$ cat src/rtl/nn_pkg.sv
// nn_pkg - shared definitions for the sequential fully-connected layer.
//   MODE_STEP / MODE_RELU / MODE_LIN : activation selectors (2'd3 is also linear)
//   nn_state_t                       : layer controller states
//   acc_width(dw, n_in)              : accumulator width that holds b + sum(w*x)
//                                      without overflow
package nn_pkg;

    localparam logic [1:0] MODE_STEP = 2'd0;
    localparam logic [1:0] MODE_RELU = 2'd1;
    localparam logic [1:0] MODE_LIN  = 2'd2;

    typedef enum logic [1:0] {
        IDLE    = 2'd0,
        LOAD    = 2'd1,
        READY   = 2'd2,
        COMPUTE = 2'd3
    } nn_state_t;

    // N_IN products of two DW-bit values plus one DW-bit bias fit in
    // 2*DW + clog2(N_IN+1) bits; one spare bit keeps the comparison and
    // subtraction against the threshold trivially safe.
    function automatic int acc_width(input int dw, input int n_in);
        return 2 * dw + $clog2(n_in + 1) + 1;
    endfunction

endpackage

$ cat src/rtl/nn_layer_seq_if.sv
// nn_layer_seq_if - host-side bus of the sequential neural layer.
//   data_in / data_valid / load_inputs_only : serial parameter/input load
//   changes / mode                          : start pulse and activation select
//   selector_output / network_outputs       : neuron result read-back
//   busy / done                             : status
// Modports: master = host/bench, slave = nn_layer_seq.
interface nn_layer_seq_if #(
    parameter int DW    = 8,
    parameter int SEL_W = 2
);
    logic [DW-1:0]    data_in;
    logic             data_valid;
    logic             load_inputs_only;
    logic             changes;
    logic [1:0]       mode;
    logic [SEL_W-1:0] selector_output;
    logic [DW-1:0]    network_outputs;
    logic             busy;
    logic             done;

    modport master (
        output data_in, data_valid, load_inputs_only, changes, mode, selector_output,
        input  network_outputs, busy, done
    );

    modport slave (
        input  data_in, data_valid, load_inputs_only, changes, mode, selector_output,
        output network_outputs, busy, done
    );
endinterface

$ cat src/rtl/nn_mac_unit.sv
// nn_mac_unit - time-shared multiply-accumulate plus activation.
//   clk, rst         : clock, asynchronous active-high reset
//   mac_en           : perform acc <= (mac_first ? b : acc) + w*x this cycle
//   mac_first        : first product of a neuron, the bias seeds the sum
//   w, x, b, th      : current weight, input, bias and threshold
//   mode             : activation select
//   act              : activation of the current accumulator (combinational)
module nn_mac_unit
    import nn_pkg::*;
#(
    parameter int DW   = 8,
    parameter int N_IN = 4
) (
    input  logic          clk,
    input  logic          rst,
    input  logic          mac_en,
    input  logic          mac_first,
    input  logic [DW-1:0] w,
    input  logic [DW-1:0] x,
    input  logic [DW-1:0] b,
    input  logic [DW-1:0] th,
    input  logic [1:0]    mode,
    output logic [DW-1:0] act
);

    localparam int AW = acc_width(DW, N_IN);
    localparam logic [AW-1:0] SAT_MAX = AW'({DW{1'b1}});

    logic [AW-1:0] acc_reg;
    logic [AW-1:0] base;
    logic [AW-1:0] prod;
    logic [AW-1:0] th_ext;
    logic [AW-1:0] diff;

    function automatic logic [DW-1:0] sat(input logic [AW-1:0] v);
        return (v > SAT_MAX) ? {DW{1'b1}} : v[DW-1:0];
    endfunction

    // Folding the bias into the first step saves a separate load cycle.
    assign base   = mac_first ? AW'(b) : acc_reg;
    assign prod   = AW'(w) * AW'(x);
    assign th_ext = AW'(th);
    // Only used when acc_reg > th_ext, so it never wraps.
    assign diff   = acc_reg - th_ext;

    always_ff @(posedge clk or posedge rst) begin
        if (rst) begin
            acc_reg <= '0;
        end else if (mac_en) begin
            acc_reg <= base + prod;
        end
    end

    always_comb begin
        act = '0;
        case (mode)
            MODE_STEP: act = (acc_reg > th_ext) ? DW'(1) : '0;
            MODE_RELU: act = (acc_reg > th_ext) ? sat(diff) : '0;
            MODE_LIN:  act = sat(acc_reg);
            default:   act = sat(acc_reg);
        endcase
    end

endmodule

$ cat src/rtl/nn_layer_seq.sv
// nn_layer_seq - parametrised fully-connected layer evaluated by one MAC.
//   clk    : rising-edge clock
//   reset  : asynchronous active-high reset, clears parameters and results
//   bus    : nn_layer_seq_if.slave (serial load, start, result select, status)
// Load order: x[N_IN-1]..x[0], then per neuron k = N_NEUR-1..0:
// th_k, b_k, w_k[N_IN-1]..w_k[0]. Each neuron takes N_IN MAC cycles plus one
// activation cycle; all results are committed together on the done cycle.
module nn_layer_seq
    import nn_pkg::*;
#(
    parameter int N_IN   = 4,
    parameter int N_NEUR = 4,
    parameter int DW     = 8
) (
    input  logic           clk,
    input  logic           reset,
    nn_layer_seq_if.slave  bus
);

    localparam int SEL_W = (N_NEUR > 1) ? $clog2(N_NEUR) : 1;
    localparam int SEL_N = 1 << SEL_W;
    localparam int XI_W  = $clog2(N_IN);
    localparam int OFF_W = $clog2(N_IN + 2);
    localparam int SW    = $clog2(N_IN + 1);

    localparam logic [OFF_W-1:0] OFF_LAST = OFF_W'(N_IN + 1);
    localparam logic [SW-1:0]    STEP_ACT = SW'(N_IN);
    localparam logic [XI_W-1:0]  XI_TOP   = XI_W'(N_IN - 1);
    localparam logic [SEL_W-1:0] K_TOP    = SEL_W'(N_NEUR - 1);

    nn_state_t        state_reg;
    logic [DW-1:0]    x_reg      [N_IN];
    logic [DW-1:0]    w_reg      [N_NEUR][N_IN];
    logic [DW-1:0]    b_reg      [N_NEUR];
    logic [DW-1:0]    th_reg     [N_NEUR];
    logic [DW-1:0]    shadow_reg [N_NEUR];
    logic [DW-1:0]    result_reg [N_NEUR];
    logic             ld_x_reg;      // still loading the x words
    logic             ld_only_reg;   // current load is inputs-only
    logic [XI_W-1:0]  ld_xi_reg;
    logic [SEL_W-1:0] ld_k_reg;
    logic [OFF_W-1:0] ld_off_reg;    // 0 = th, 1 = b, 2.. = weights
    logic [SW-1:0]    step_reg;      // 0..N_IN-1 MAC, N_IN activation
    logic [SEL_W-1:0] neur_reg;
    logic [1:0]       mode_reg;
    logic             busy_reg;
    logic             done_reg;

    logic             mac_en;
    logic             mac_first;
    logic [XI_W-1:0]  mac_idx;
    logic [XI_W-1:0]  w_idx;
    logic [DW-1:0]    act;
    logic [DW-1:0]    out_tab [SEL_N];

    assign mac_en    = (state_reg == COMPUTE) && (step_reg != STEP_ACT);
    assign mac_first = (step_reg == '0);
    // On the activation step the index wraps harmlessly; mac_en is low.
    assign mac_idx   = step_reg[XI_W-1:0];
    // Weights arrive highest index first: offset 2 -> w[N_IN-1].
    assign w_idx     = XI_W'(OFF_LAST - ld_off_reg);

    nn_mac_unit #(
        .DW   (DW),
        .N_IN (N_IN)
    ) u_mac (
        .clk       (clk),
        .rst       (reset),
        .mac_en    (mac_en),
        .mac_first (mac_first),
        .w         (w_reg[neur_reg][mac_idx]),
        .x         (x_reg[mac_idx]),
        .b         (b_reg[neur_reg]),
        .th        (th_reg[neur_reg]),
        .mode      (mode_reg),
        .act       (act)
    );

    always_ff @(posedge clk or posedge reset) begin
        if (reset) begin
            state_reg   <= IDLE;
            busy_reg    <= 1'b0;
            done_reg    <= 1'b0;
            mode_reg    <= MODE_STEP;
            ld_x_reg    <= 1'b0;
            ld_only_reg <= 1'b0;
            ld_xi_reg   <= '0;
            ld_k_reg    <= '0;
            ld_off_reg  <= '0;
            step_reg    <= '0;
            neur_reg    <= '0;
            for (int i = 0; i < N_IN; i++) begin
                x_reg[i] <= '0;
            end
            for (int k = 0; k < N_NEUR; k++) begin
                b_reg[k]      <= '0;
                th_reg[k]     <= '0;
                shadow_reg[k] <= '0;
                result_reg[k] <= '0;
                for (int i = 0; i < N_IN; i++) begin
                    w_reg[k][i] <= '0;
                end
            end
        end else begin
            done_reg <= 1'b0;
            case (state_reg)
                IDLE, READY: begin
                    // A start in READY beats a simultaneous load word.
                    if (state_reg == READY && bus.changes) begin
                        state_reg <= COMPUTE;
                        busy_reg  <= 1'b1;
                        mode_reg  <= bus.mode;
                        step_reg  <= '0;
                        neur_reg  <= K_TOP;
                    end else if (bus.data_valid) begin
                        x_reg[XI_TOP] <= bus.data_in;
                        ld_xi_reg     <= XI_W'(N_IN - 2);
                        ld_x_reg      <= 1'b1;
                        ld_only_reg   <= bus.load_inputs_only;
                        state_reg     <= LOAD;
                        busy_reg      <= 1'b1;
                    end
                end
                LOAD: begin
                    if (bus.data_valid) begin
                        if (ld_x_reg) begin
                            x_reg[ld_xi_reg] <= bus.data_in;
                            if (ld_xi_reg == '0) begin
                                if (ld_only_reg) begin
                                    state_reg <= READY;
                                    busy_reg  <= 1'b0;
                                end else begin
                                    ld_x_reg   <= 1'b0;
                                    ld_k_reg   <= K_TOP;
                                    ld_off_reg <= '0;
                                end
                            end else begin
                                ld_xi_reg <= ld_xi_reg - 1'b1;
                            end
                        end else begin
                            if (ld_off_reg == '0) begin
                                th_reg[ld_k_reg] <= bus.data_in;
                            end else if (ld_off_reg == OFF_W'(1)) begin
                                b_reg[ld_k_reg] <= bus.data_in;
                            end else begin
                                w_reg[ld_k_reg][w_idx] <= bus.data_in;
                            end
                            if (ld_off_reg == OFF_LAST) begin
                                if (ld_k_reg == '0) begin
                                    state_reg <= READY;
                                    busy_reg  <= 1'b0;
                                end else begin
                                    ld_k_reg   <= ld_k_reg - 1'b1;
                                    ld_off_reg <= '0;
                                end
                            end else begin
                                ld_off_reg <= ld_off_reg + 1'b1;
                            end
                        end
                    end
                end
                COMPUTE: begin
                    if (step_reg == STEP_ACT) begin
                        shadow_reg[neur_reg] <= act;
                        step_reg             <= '0;
                        if (neur_reg == '0) begin
                            // Neuron 0 finishes now, so it bypasses the shadow.
                            result_reg[0] <= act;
                            for (int k = 1; k < N_NEUR; k++) begin
                                result_reg[k] <= shadow_reg[k];
                            end
                            done_reg  <= 1'b1;
                            busy_reg  <= 1'b0;
                            state_reg <= READY;
                        end else begin
                            neur_reg <= neur_reg - 1'b1;
                        end
                    end else begin
                        step_reg <= step_reg + 1'b1;
                    end
                end
                default: state_reg <= IDLE;
            endcase
        end
    end

    // Pad the result table to a power of two so unused selector codes read 0.
    generate
        for (genvar gi = 0; gi < SEL_N; gi++) begin : g_out
            if (gi < N_NEUR) begin : g_used
                assign out_tab[gi] = result_reg[gi];
            end else begin : g_zero
                assign out_tab[gi] = '0;
            end
        end
    endgenerate

    assign bus.network_outputs = out_tab[bus.selector_output];
    assign bus.busy            = busy_reg;
    assign bus.done            = done_reg;

endmodule
$ cat src/flat_wrapper.sv
// flat-port wrapper written by rule: the top's interface ports become plain ports
module nn_layer_seq_flat import nn_pkg::*;
#(
    parameter int N_IN   = 4,
    parameter int N_NEUR = 4,
    parameter int DW     = 8
)
  (clk, reset, bus_data_in, bus_data_valid, bus_load_inputs_only, bus_changes, bus_mode, bus_selector_output, bus_network_outputs, bus_busy, bus_done);
  nn_layer_seq_if #(.DW(DW)) bus_i ();
  input  logic clk;
  input  logic reset;
  input wire logic [$bits(bus_i.data_in)-1:0] bus_data_in;
  input wire logic [$bits(bus_i.data_valid)-1:0] bus_data_valid;
  input wire logic [$bits(bus_i.load_inputs_only)-1:0] bus_load_inputs_only;
  input wire logic [$bits(bus_i.changes)-1:0] bus_changes;
  input wire logic [$bits(bus_i.mode)-1:0] bus_mode;
  input wire logic [$bits(bus_i.selector_output)-1:0] bus_selector_output;
  output wire logic [$bits(bus_i.network_outputs)-1:0] bus_network_outputs;
  output wire logic [$bits(bus_i.busy)-1:0] bus_busy;
  output wire logic [$bits(bus_i.done)-1:0] bus_done;
  assign bus_i.data_in = bus_data_in;
  assign bus_i.data_valid = bus_data_valid;
  assign bus_i.load_inputs_only = bus_load_inputs_only;
  assign bus_i.changes = bus_changes;
  assign bus_i.mode = bus_mode;
  assign bus_i.selector_output = bus_selector_output;
  assign bus_network_outputs = bus_i.network_outputs;
  assign bus_busy = bus_i.busy;
  assign bus_done = bus_i.done;
  nn_layer_seq #(.N_IN(N_IN), .N_NEUR(N_NEUR), .DW(DW)) u_core (.clk(clk), .reset(reset), .bus(bus_i));
endmodule
$ cat config.mk
export PLATFORM = sky130hd
export DESIGN_NAME = nn_layer_seq_flat
export DESIGN_NICKNAME = d
export VERILOG_FILES = /design/src/rtl/nn_pkg.sv /design/src/rtl/nn_layer_seq_if.sv /design/src/rtl/nn_mac_unit.sv /design/src/rtl/nn_layer_seq.sv /design/src/flat_wrapper.sv
export SDC_FILE = /design/constraint.sdc
export NUM_CORES = 1
export LEC_CHECK = 0
export CAP_MARGIN = 20
export CORE_ASPECT_RATIO = 2
export CORE_UTILIZATION = 60
export CTS_CLUSTER_DIAMETER = 150
export DETAILED_ROUTE_END_ITERATION = 10
export GPL_ROUTABILITY_DRIVEN = 0
export PLACE_DENSITY_LB_ADDON = 0.25
export SYNTH_ARGS = -nofsm -noshare
export SYNTH_HDL_FRONTEND = slang
export SYNTH_HIERARCHICAL = 1
export SYNTH_SLANG_ARGS = --single-unit
$ cat constraint.sdc
create_clock -name clk -period 18 [get_ports clk]
set_input_delay 2.7 -clock clk [delete_from_list [all_inputs] [get_ports clk]]
set_output_delay 2.7 -clock clk [all_outputs]
set_load 0.02 [all_outputs]
# Yosys cells after proc, flatten, opt, wreduce, memory -nomap -nowiden
# Cells that the tools add are included.
# classes
add_sub_neg	8
multipliers	1
order_cmp	13
n_eq_ne	26
mux	98
bitwise_logic	10
n_reduce_logical	33
# op_table
operator	n
two-way mux 8 bit	21
bitwise mux 128 bit	1
bitwise mux 32 bit	4
two-way mux 32 bit	3
binary-select mux 8 bit (select 2 bit)	5
binary-select mux 32 bit (select 2 bit)	1
demux 32 bit (select 2 bit)	1
demux 8 bit (select 2 bit)	4
two-way mux 2 bit	23
greater-than comparator 20 x 8 -> 1 bit (second input constant)	2
case mux 8 bit (2 select lines)	2
two-way mux 3 bit	7
adder 20 x 16 -> 20 bit	1
greater-than comparator 20 x 8 -> 1 bit	1
two-way mux 20 bit	1
AND reduction 5 bit	4
subtractor 20 x 8 -> 20 bit	1
two-way mux 1 bit	19
greater-or-equal comparator 3 bit (second input constant)	6
inequality test 2 bit (second input constant)	9
inverter 2 -> 3 bit	6
multiplier 8 x 8 -> 16 bit	1
less-than comparator 3 x 1 -> 1 bit (second input constant)	4
AND reduction 4 bit	3
26 further kinds	59
# word_totals
reg_bits	328
input_bits	17
output_inout_bits	10
wordCells	237

# Longest topological paths before layout
# depth
ltp_word	10
mapped_depth	24
mapped_depth_nobuf	22

# Cells and area by module
# The synthesis kept the hierarchy.
# by_module_without_submodules
module	instances	cells_per_inst	area_each_um2	seq_area_each_um2
nn_layer_seq	1	861	13354.1	7482.2
nn_mac_unit	1	512	4322.9	500.5

# Worst setup path after synthesis
# No wires, ideal clock.
# synth_timing
kind	input -> output
start	input bus_selector_output[0]
end	output bus_network_outputs[0]
arrival_time_ps	3755
t_required_ps	15300
slack_ps	11545
path_stages	2
cell_sequence	clkbuf_1 > mux4_2
# synth_via
elab_chain_len	4
# synth_lines
item	line	source
start: declaration	flat_wrapper.sv:17	input wire logic [$bits(bus_i.selector_output)-1:0] bus_selector_output;
inverter 2 -> 3 bit (implied by the code)	nn_layer_seq.sv:198	assign bus.network_outputs = out_tab[bus.selector_output];
binary-select mux 8 bit (select 2 bit)	nn_layer_seq.sv:198	
two-way mux 8 bit (implied by the code) (2 in a row)	nn_layer_seq.sv:198	
end: declaration	flat_wrapper.sv:18	output wire logic [$bits(bus_i.network_outputs)-1:0] bus_network_outputs;
# No other way between the ends. The select of a mux whose other input is x is not followed.

# Final worst setup path
# layout_timing
start	register u_core.neur_reg[0]
end	register u_core.u_mac.acc_reg[19]
# layout_via
elab_chain_len	9
elab_cells_between_ends	13
# layout_lines
item	line	source
start: declaration	nn_layer_seq.sv:44	logic [SEL_W-1:0] neur_reg;
start signal: assignment	nn_layer_seq.sv:176	neur_reg <= neur_reg - 1'b1;
inverter 2 -> 3 bit (implied by the code) *	nn_layer_seq.sv:71, nn_layer_seq.sv:73	
binary-select mux 32 bit (select 2 bit)	nn_layer_seq.sv:71	.w (w_reg[neur_reg][mac_idx]),
two-way mux 32 bit (implied by the code) (2 in a row)	nn_layer_seq.sv:71	
binary-select mux 8 bit (select 2 bit)	nn_layer_seq.sv:71	
two-way mux 8 bit (implied by the code) (2 in a row)	nn_layer_seq.sv:71	
multiplier 8 x 8 -> 16 bit	nn_mac_unit.sv:41	assign prod = AW'(w) * AW'(x);
adder 20 x 16 -> 20 bit *	nn_mac_unit.sv:50	acc_reg <= base + prod;
end signal: assignment	nn_mac_unit.sv:50	
end: declaration	nn_mac_unit.sv:29	logic [AW-1:0] acc_reg;
# Every way passes the cells marked *; elsewhere a longest branch is shown, timed or not. The select of a mux whose other input is x is not followed.
# A chain may end at the register's enable or synchronous reset.

==> out/summary.txt <==
Ys flop type -> dfrtp_1
Final Hold Fails -> 0
Synth Area per Inst -> 12.9 sq um
Clock slew at reported path FFs -> 0.07 ns
Bufs on Longest Clock Path -> 3
CP Capture Type -> flip-flop
Number of synthesis warnings -> 6
RSZ-0062 raised after global routing -> no
Largest stage delay on the critical path -> 0.68 ns
Critical path fanouts, max -> 37
First-pass GRT wire length -> 62600 um
Gr ovfl total -> 0
Post-CTS setup buffers -> 0
Clock H-tree levels -> 1
Worst-path cell chain -> buf_4, mux4_2, a22oi_1, nand2_1, and2_1, fa_1, fa_1, fa_1, inv_1, fa_1, inv_1, ha_1, or4_4, o21ai_2, a211oi_2, or3_1, nor3b_1, or4b_1, nand3_1
Largest net degree at the start of global routing -> 126
DR iter-0 viols -> 507
Post-route ant nets -> 0
Drt drc -> 0
Total negative slack -> 0 ns
Worst path slowest cell -> dfrtp_2
Crit path launch type -> flip-flop
Tot Pwr -> 0.00247 W
Mapped Cells -> 1373
Asr flop ratio synth -> 100%
I/O Buffers -> 26
Final Slew Violations -> 0
TritonCTS clock tree -> yes
Crit path buf inv count -> 3
Pwr dens -> 127 nW/um^2
Initial core utilization -> 61.0%
IO Count -> 27
Num CTS Buffers -> 29
Worst hold slack -> 0.501 ns
Max reg flops -> 128
Area Overhead vs Synth -> 9.50%
Root Driver -> clkbuf_16
Arrival time worst endpoint -> 7.91 ns
Initial antenna violation count -> 0
Worst Setup Path Type -> flip-flop to flip-flop
Unique masters post-synth -> 68
Min Tclk post-route -> 7.40 ns
Number of synthesized flops with an enable pin -> 0
CP top delay family -> simple AND/OR/NAND/NOR gates
Worst-Margin Slew -> 0.922 ns
Row cnt -> 88
Hold_buf cts -> 0
DIE AREA -> 30200 sq um
Path category of the worst min-delay check -> flip-flop to flip-flop
Total GRT Usage -> 27.5%
Post-CTS Resized -> 0
Post-synth top area cell -> dfrtp_1
N_diodes -> 0
Final setup viols -> 0
Post-Synthesis Cell Area -> 17700 sq um
Final period util -> 41.1%
DR vias -> 10800
Mapped Nets -> 1504
P_leak -> 9.59 nW
Crit path top cell by count -> fa_1
Clock sinks -> 319
Core Area -> 29000 sq um
Layout Nets -> 1512
Height of the die -> 245 um
Sequential-to-total area share from yosys stat -> 45.2%
Top cells by area, synth -> dfrtp_1 45%, mux2_2 19%, mux4_2 8.2%, fa_1 5.8%, ha_1 4.5%
Peak VDD IR -> 0.0000912 V
Max-cap viol count -> 0
Yosys top cell area share -> 45.2%
Later-pin clock latency in the skew report -> 0.58 ns
Die extent in x -> 123 um
Share of layout cells above drive strength 1 -> 32.0%
Max transition margin -> 38.1%
Drt via density -> 6.12
DR WL/cell -> 22.1 um
DRT Pass-1 Iters -> 5
Critical Path RT -> 18.51 ns
Fmax -> 0.135 GHz
Worst Skew -> 0.0145 ns
Vias in the first global route -> 12000
Final HPWL DP -> 28100 um
Post-Route WL -> 38900 um
Status -> complete, no violations
Final core occ -> 66.8%
Synthesized flop and latch total -> 319
==> cells by family after synthesis <==
kind of cell	count (synthesis)	share of synthesized area, %
AO/OA/AOI/OAI	134	5.06
XOR/XNOR	17	0.842
adder cells (fa/ha/maj)	114	10.2
buffers and inverters	183	4.04
flip-flops	319	45.2
multiplexers	370	27.6
AND/OR/NAND/NOR	236	7.08
==> synthesized netlist by cell type, drive strengths merged, types with 3 or more instances <==
cell / number
o211ai: 4
dfrtp: 319
nand2: 80
a22oi: 18
nor3: 17
nor3b: 3
and2: 43
or3: 7
nand4: 3
o21a: 11
nand2b: 10
fa: 51
o21ai: 25
xnor2: 11
nand3b: 4
xor2: 6
ha: 63
a211oi: 6
a21o: 8
o31ai: 3
buf: 35
inv: 117
clkbuf: 31
nor2: 24
mux2: 297
nor2b: 13
nor4: 5
and3: 3
a22o: 3
a21oi: 36
mux4: 64
a31oi: 3
mux2i: 9
nand3: 12
==> final timing paths <==
check,start,endpoint,slack [ns],cells past startpoint
setup / recovery,u_core/neur_reg[0],u_core/u_mac/acc_reg[19],10.60,19
hold / removal,u_core/shadow_reg[1],u_core/out_tab[1],0.50,1
setup reg to reg,u_core/neur_reg[0],u_core/u_mac/acc_reg[19],10.60,19
hold reg to reg,u_core/shadow_reg[1],u_core/out_tab[1],0.50,1
max in group asynchronous,reset,u_core/w_reg[49],13.94,4
min in group asynchronous,reset,u_core/shadow_reg[7],2.73,2
==> power by group <==
group	total, W	internal [W]	switching [W]
registers	0.000958	0.000831	0.000127
logic	0.000886	0.000382	0.000504
clock network	0.000622	0.000350	0.000272
==> cells in the final DEF (no fill, tap or decap), drive strengths merged, types with 9 or more instances in the layout <==
cell type	instances
nor3	17
fa	51
inv	120
nand2	80
nand2b	10
clkbuf	42
mux2i	9
nor2b	13
ha	63
o21a	11
clkdlybuf4s50	26
o21ai	25
a22oi	18
xnor2	11
dfrtp	319
mux2	297
nor2	24
mux4	64
nand3	12
and2	43
a21oi	36
buf	16
==> routing by layer <==
layer,track usage [%],share of wire [%],vias to the layer above
li1,-,-,4872
met5,0,0,-
met1,28.2,35,5578
met3,2.56,2.2,116
met4,16.6,6.1,0
met2,52.2,57,215
==> final cells by class <==
cell class                 instances  area, sq um
clock inverter                    11          116
inverter                         117          447
multi-input combinational        871         8990
clock buffer                      41          831
fill                            2116         9600
sequential                       319         7990
timing repair buffer              43          541
tap                              360          450
==> through the flow <==
| stage | instance area [sq um] | std cells | setup slack, ns |
|---|---|---|---|
| after floorplan | 17700 | 1373 | 7.04 |
| after global routing | 19400 | 1762 | 10.33 |
| final | 19400 | 1762 | 10.60 |
| after global placement | 18200 | 1701 | 10.59 |
| after detailed placement | 18200 | 1701 | 10.56 |
| after CTS | 19100 | 1753 | 10.55 |
No activity file was read; power rests on OpenSTA's default activity.
